`config.mk`:
```
export PLATFORM = sky130hd
export DESIGN_NAME = multicycle_control
export DESIGN_NICKNAME = d
export VERILOG_FILES = /design/src/rtl/multicycle_control.sv
export SDC_FILE = /design/constraint.sdc
export NUM_CORES = 1
export LEC_CHECK = 0
export CORE_MARGIN = 2
export CORE_UTILIZATION = 40
export DETAILED_ROUTE_END_ITERATION = 6
export PLACE_DENSITY = 0.69
export SYNTH_ARGS = -nofsm -noshare
export SYNTH_HDL_FRONTEND = slang
export SYNTH_SLANG_ARGS = --single-unit
```
`constraint.sdc`:
```
create_clock -name clk -period 1.7 [get_ports clk]
set_input_delay 0.17 -clock clk [delete_from_list [all_inputs] [get_ports clk]]
set_output_delay 0.17 -clock clk [all_outputs]
set_load 0.01 [all_outputs]
```
`src/rtl/multicycle_control.sv`:
```
// Multicycle processor control unit: a state machine that sequences fetch, decode,
// memory, ALU, branch and jump steps, and counts the instructions it retires.
//   state    | meaning
//   FETCH    | read instruction, PC+4 when mem_ready
//   DECODE   | latch opcode, precompute branch target
//   MEM_ADDR | compute load/store address
//   MEM_RD   | data read, wait on mem_ready
//   MEM_WB   | write loaded data to register file
//   MEM_WR   | data write, wait on mem_ready
//   EXEC_R   | R-type ALU operation
//   EXEC_I   | immediate ALU operation
//   ALU_WB   | write ALU result to register file
//   BRANCH   | compare and conditionally update PC
//   JUMP     | load PC with jump target
//   LUI_WB   | write upper immediate to register file
module multicycle_control #(
  parameter int ALUOP_WIDTH = 3,
  parameter int CNT_WIDTH   = 16,
  parameter int EN_JUMP     = 1
) (
  input  logic                   clk,
  input  logic                   reset,
  input  logic [5:0]             op,
  input  logic                   mem_ready,
  output logic                   pc_write,
  output logic                   pc_write_eq,
  output logic                   pc_write_ne,
  output logic                   i_or_d,
  output logic                   mem_read,
  output logic                   mem_write,
  output logic                   ir_write,
  output logic                   mem_to_reg,
  output logic                   reg_dst,
  output logic                   reg_write,
  output logic                   alu_src_a,
  output logic                   lui,
  output logic [1:0]             alu_src_b,
  output logic [1:0]             pc_source,
  output logic [ALUOP_WIDTH-1:0] alu_op,
  output logic                   illegal_op,
  output logic [3:0]             state,
  output logic [CNT_WIDTH-1:0]   instr_count
);

  typedef enum logic [3:0] {
    S_FETCH    = 4'd0,
    S_DECODE   = 4'd1,
    S_MEM_ADDR = 4'd2,
    S_MEM_RD   = 4'd3,
    S_MEM_WB   = 4'd4,
    S_MEM_WR   = 4'd5,
    S_EXEC_R   = 4'd6,
    S_EXEC_I   = 4'd7,
    S_ALU_WB   = 4'd8,
    S_BRANCH   = 4'd9,
    S_JUMP     = 4'd10,
    S_LUI_WB   = 4'd11
  } state_e;

  localparam logic [5:0] OP_R    = 6'h00;
  localparam logic [5:0] OP_J    = 6'h02;
  localparam logic [5:0] OP_BEQ  = 6'h04;
  localparam logic [5:0] OP_BNE  = 6'h05;
  localparam logic [5:0] OP_ADDI = 6'h08;
  localparam logic [5:0] OP_ORI  = 6'h0D;
  localparam logic [5:0] OP_LUI  = 6'h0F;
  localparam logic [5:0] OP_LW   = 6'h23;
  localparam logic [5:0] OP_SW   = 6'h2B;

  localparam logic [ALUOP_WIDTH-1:0] ALU_LUI = ALUOP_WIDTH'(3'b000);
  localparam logic [ALUOP_WIDTH-1:0] ALU_SUB = ALUOP_WIDTH'(3'b011);
  localparam logic [ALUOP_WIDTH-1:0] ALU_ADD = ALUOP_WIDTH'(3'b100);
  localparam logic [ALUOP_WIDTH-1:0] ALU_OR  = ALUOP_WIDTH'(3'b101);
  localparam logic [ALUOP_WIDTH-1:0] ALU_R   = ALUOP_WIDTH'(3'b111);

  state_e               state_q, state_d;
  logic [5:0]           op_q, op_d;
  logic [CNT_WIDTH-1:0] cnt_q, cnt_d;

  logic pc_write_c, ir_write_c, reg_write_c, mem_write_c, illegal_c;
  logic retire;

  always_comb begin
    state_d     = state_q;
    op_d        = op_q;
    pc_write_c  = 1'b0;
    pc_write_eq = 1'b0;
    pc_write_ne = 1'b0;
    i_or_d      = 1'b0;
    mem_read    = 1'b0;
    mem_write_c = 1'b0;
    ir_write_c  = 1'b0;
    mem_to_reg  = 1'b0;
    reg_dst     = 1'b0;
    reg_write_c = 1'b0;
    alu_src_a   = 1'b0;
    lui         = 1'b0;
    alu_src_b   = 2'd0;
    pc_source   = 2'd0;
    alu_op      = '0;
    illegal_c   = 1'b0;
    retire      = 1'b0;

    case (state_q)
      S_FETCH: begin
        mem_read   = 1'b1;
        alu_src_b  = 2'd1;
        alu_op     = ALU_ADD;
        ir_write_c = mem_ready;
        pc_write_c = mem_ready;
        if (mem_ready) state_d = S_DECODE;
      end
      S_DECODE: begin
        alu_src_b = 2'd3;
        alu_op    = ALU_ADD;
        op_d      = op;
        // op_q is only being loaded now, so this state routes on the live opcode
        case (op)
          OP_LW, OP_SW:     state_d = S_MEM_ADDR;
          OP_R:             state_d = S_EXEC_R;
          OP_ADDI, OP_ORI:  state_d = S_EXEC_I;
          OP_BEQ, OP_BNE:   state_d = S_BRANCH;
          OP_LUI:           state_d = S_LUI_WB;
          OP_J: begin
            if (EN_JUMP != 0) begin
              state_d = S_JUMP;
            end else begin
              state_d   = S_FETCH;
              illegal_c = 1'b1;
            end
          end
          default: begin
            state_d   = S_FETCH;
            illegal_c = 1'b1;
          end
        endcase
      end
      S_MEM_ADDR: begin
        alu_src_a = 1'b1;
        alu_src_b = 2'd2;
        alu_op    = ALU_ADD;
        if (op_q == OP_LW)      state_d = S_MEM_RD;
        else if (op_q == OP_SW) state_d = S_MEM_WR;
        else                    state_d = S_FETCH;
      end
      S_MEM_RD: begin
        mem_read = 1'b1;
        i_or_d   = 1'b1;
        if (mem_ready) state_d = S_MEM_WB;
      end
      S_MEM_WB: begin
        reg_write_c = 1'b1;
        mem_to_reg  = 1'b1;
        retire      = 1'b1;
        state_d     = S_FETCH;
      end
      S_MEM_WR: begin
        i_or_d      = 1'b1;
        mem_write_c = 1'b1;
        if (mem_ready) begin
          retire  = 1'b1;
          state_d = S_FETCH;
        end
      end
      S_EXEC_R: begin
        alu_src_a = 1'b1;
        alu_op    = ALU_R;
        state_d   = S_ALU_WB;
      end
      S_EXEC_I: begin
        alu_src_a = 1'b1;
        alu_src_b = 2'd2;
        alu_op    = (op_q == OP_ORI) ? ALU_OR : ALU_ADD;
        state_d   = S_ALU_WB;
      end
      S_ALU_WB: begin
        reg_write_c = 1'b1;
        reg_dst     = (op_q == OP_R);
        retire      = 1'b1;
        state_d     = S_FETCH;
      end
      S_BRANCH: begin
        alu_src_a   = 1'b1;
        alu_op      = ALU_SUB;
        pc_source   = 2'd1;
        pc_write_eq = (op_q == OP_BEQ);
        pc_write_ne = (op_q == OP_BNE);
        retire      = 1'b1;
        state_d     = S_FETCH;
      end
      S_JUMP: begin
        pc_write_c = 1'b1;
        pc_source  = 2'd2;
        retire     = 1'b1;
        state_d    = S_FETCH;
      end
      S_LUI_WB: begin
        reg_write_c = 1'b1;
        lui         = 1'b1;
        alu_op      = ALU_LUI;
        retire      = 1'b1;
        state_d     = S_FETCH;
      end
      default: state_d = S_FETCH;
    endcase

    cnt_d = retire ? cnt_q + CNT_WIDTH'(1) : cnt_q;
  end

  always_ff @(posedge clk or negedge reset) begin
    if (!reset) begin
      state_q <= S_FETCH;
      op_q    <= 6'h00;
      cnt_q   <= '0;
    end else begin
      state_q <= state_d;
      op_q    <= op_d;
      cnt_q   <= cnt_d;
    end
  end

  // Write strobes are forced low the moment reset asserts, independent of mem_ready.
  assign pc_write    = pc_write_c  & reset;
  assign ir_write    = ir_write_c  & reset;
  assign reg_write   = reg_write_c & reset;
  assign mem_write   = mem_write_c & reset;
  assign illegal_op  = illegal_c   & reset;
  assign state       = state_q;
  assign instr_count = cnt_q;

endmodule

```
==> key figures <==
Outcome
  – Status: finished with violations
  – Failing checks: negative setup slack

STA
  – Post-route clock skew: between 0.005 and 0.006 ns
  – Fmax: ~570 MHz
  – Min cycle time layout: between 1.5 and 2 ns
  – Endpoints failing setup: 8
  – Unrepaired setup endpoints after global routing: yes
  – Hold Fails Final Rpt: 0
  – Worst slew pin tran: ~0.45 ns
  – Slew Viols, Final: 0
  – Fin worst setup slack: -0.0503 ns
  – Worst rel slew slack: a little over two thirds
  – Ratio of final minimum period to clock period: 103%

Final layout
  – Area delta synth->final: 73.9%
  – Layout Cells excl Fill: 355
  – Fin util: between 70% and 80%
  – Post-Layout Inst Area: just under 3000 sq um
  – Most used cells in the layout excluding fill and tap cells: buf_4 (60), nand2_1 (31), clkdlybuf4s50_1 (27)
  – Layout cells sized above 1: 44.3%
  – Final nets: 316
  – ANT cells: 0
  – FF/Latch Area: ~660 sq um
  – Fillers: approximately 290
  – Commonest non-fill, non-tap cell in the layout: buf_4
  – Area of the multi-input gates: between 1000 and 1500 sq um

Worst setup path
  – R2R Path End: instr_count[10]
  – Slowest stage delay, CP: 0.47 ns
  – Crit-path leading delay family: buffers and inverters
  – Worst Setup End Kind: output pin
  – Cell with the most instances on the worst path: o21a_1
  – CP Launch Type: input pin
  – Crit path kind: input pin to output pin
  – Req. time, crit path: between 1.5 and 2 ns
  – Worst R2R Path Depth: 7
  – Flop2flop setup slack: -0.04 ns
  – Critical Path Fanout Max: 4
  – Cell chain of the critical path: clkdlybuf4s50_1 -> and3_1 -> o21a_1 -> o21a_1 -> nor3_2 -> buf_2
  – Crit-path slowest cell: clkdlybuf4s50_1
  – Buf/Inv on CP: 2
  – CP arrival: 1.58 ns
  – RR Startpoint: state[1]
  – Critical Path Stages: 6

Logic synthesis
  – Syn_nets: 201
  – Post-synthesis sequential area ratio: between 30 and 40%
  – Share of flip-flops with an asynchronous set or reset: 100%
  – Synth Register Bits: 26
  – Unique masters post-synth: between 40 and 50
  – Synth Warn #: 0
  – EDFF count, synth: 0
  – Gate Count Post-Synth: approximately 190
  – Top FF cell, synth: dfrtp_1
  – Synthesized area per cell: between 8 and 9 sq um
  – Mapped Area: around 1700 sq um

Pwr
  – Power Internal: about 1500 uW
  – Reg power frac: 38.6%
  – Logic pwr share: between 30% and 40%
  – Pwr Total: ~2300 uW
  – Clk pwr share: around 23%
  – P_sw: about 800 uW
  – Leakage power: roughly 0.0014 uW
  – Switch share: between 30% and 40%
  – PD cells: just under 800 nW/um^2
  – Max VDD drop: about 0.00089 V

Route
  – DR WL/cell: 15.0 um
  – Routed vias: around 1800
  – Via density: around 5.2
  – Routed Antenna Nets: 0
  – Final wirelength: around 5300 um
  – 1st-iter DRT viols: 86
  – Drt drc: 0
  – First-pass DRT Iterations: 4

Die
  – DIE WIDTH: a little under 70 um
  – Initial Utilization: 42.0%
  – Core area: approximately 4000 sq um
  – Die H: 69.0 um
  – Die area: ~4800 sq um
  – I/O pin cnt: a little under 50
  – Row cnt: 23

Global routing
  – Overflow after GRT: 0
  – Antenna violations before repair: 0
  – First-pass GRT wire length: 8420 um
  – Total track usage: a little over a fifth
  – Largest net degree at the start of global routing: 18
  – Vias in the first global route: about 1800

Clock network
  – CTS Root Buffer Type: clkbuf_8
  – # hold bufs at CTS: 0
  – Clk_lat worst skew: 0.28 ns
  – Clock slew seen by the registers of the worst setup and hold paths: about 0.10 ns
  – Longest Clk Path Bufs: 2
  – Total CTS buffers: 3
  – CTS tree: yes
  – CTS Sinks: 26
  – H-tree depth: 1

Place
  – HPWL Detailed: between 3000 and 4000 um
  – Global placement routability congestion: around 0.82
  – DP Area: around 2600 sq um
  – PortBufs: 48
  – Placed insts: ~330

Hold path
  – Worst hold path class: input pin to asynchronous set/reset pin

Flow run
  – Max-cap violations: 0
stage by stage:
| step | setup WS [ns] | hold slack [ns] | TNS (ns) |
|---|---|---|---|
| after floorplan | 0.136 | -0.126 | 0 |
| after global placement | -0.346 | 0.464 | -4.12 |
| after detailed placement | -0.392 | 0.471 | -5.00 |
| after CTS | -0.128 | 0.243 | -0.349 |
| after global routing | -0.145 | 0.261 | -1.11 |
| final | -0.0503 | 0.267 | -0.227 |
routing by layer:
metal / global-route usage (%) / vias up / part of all wire [%]
met5: 0 / - / 0
met4: 6.32 / 0 / 1.5
met3: 3.22 / 8 / 2.6
met2: 37.8 / 37 / 51
met1: 27.6 / 886 / 45
li1: - / 906 / -
flip-flops by register name, summed over array words and instances (netlist names):
register and count:
instr_count 16, state 4, op_q 6
cells in the mapped netlist, types with 3 or more instances:
| master | number | area share (%) |
|---|---|---|
| nor2b_1 | 5 | 1.8 |
| inv_1 | 4 | 0.89 |
| nand2b_1 | 5 | 1.8 |
| nand3_1 | 7 | 2.1 |
| xnor2_1 | 15 | 7.8 |
| nor2_1 | 18 | 4.0 |
| o21ai_0 | 5 | 1.5 |
| nand2_1 | 36 | 8.0 |
| a21oi_1 | 5 | 1.5 |
| o21a_1 | 3 | 1.3 |
| and3_1 | 5 | 1.8 |
| nor3_1 | 6 | 1.8 |
| buf_2 | 6 | 1.8 |
| nand4_1 | 4 | 1.5 |
| dfrtp_1 | 26 | 38 |
cells by family after synthesis:
logic type,after synthesis,share of synthesized area [%]
compound gates,30,14.7
fa+ha+maj,1,0.740
flops,26,38.5
xor+xnor,17,8.80
simple gates,103,33.3
mux,1,0.666
buf+inv,13,3.33
layout make-up:
class                   count  share of cell area (%)
repair buffers            118                    33.0
flip-flops and latches     26                    22.3
inverters                   5                   0.638
multi-input cells         152                    39.5
well taps                  50                    2.13
clock inverters             1                    1.02
clock buffers               3                    1.40
power groups by stage:
stage / sequential [uW] / clock (uW) / combinational, uW
6_report: 900 / 527 / 907
5_1_grt: 919 / 562 / 997
4_1_cts: 887 / 534 / 877
3_5_place_dp: 897 / 0 / 846
3_3_place_gp: 898 / 0 / 825
2_1_floorplan: 886 / 0 / 398
worst max path at each step:
| stage | start | to | slack (ns) |
|---|---|---|---|
| global route | state[2] | pc_write_ne | -0.15 |
| detailed placement | op[2] | illegal_op | -0.39 |
| finish | op[2] | illegal_op | -0.05 |
| global placement | op[2] | illegal_op | -0.35 |
| floorplan | state[3] | illegal_op | 0.14 |
| CTS | state[2] | illegal_op | -0.13 |
repair_timing:
item                                    4_1_cts  5_1_grt
buffers inserted                             12        5
gates resized for setup                      85       44
pin swaps                                     5       14
cloned                                        0        0
endpoints found under the setup margin       29       34
(Power assumes the default switching activity.)
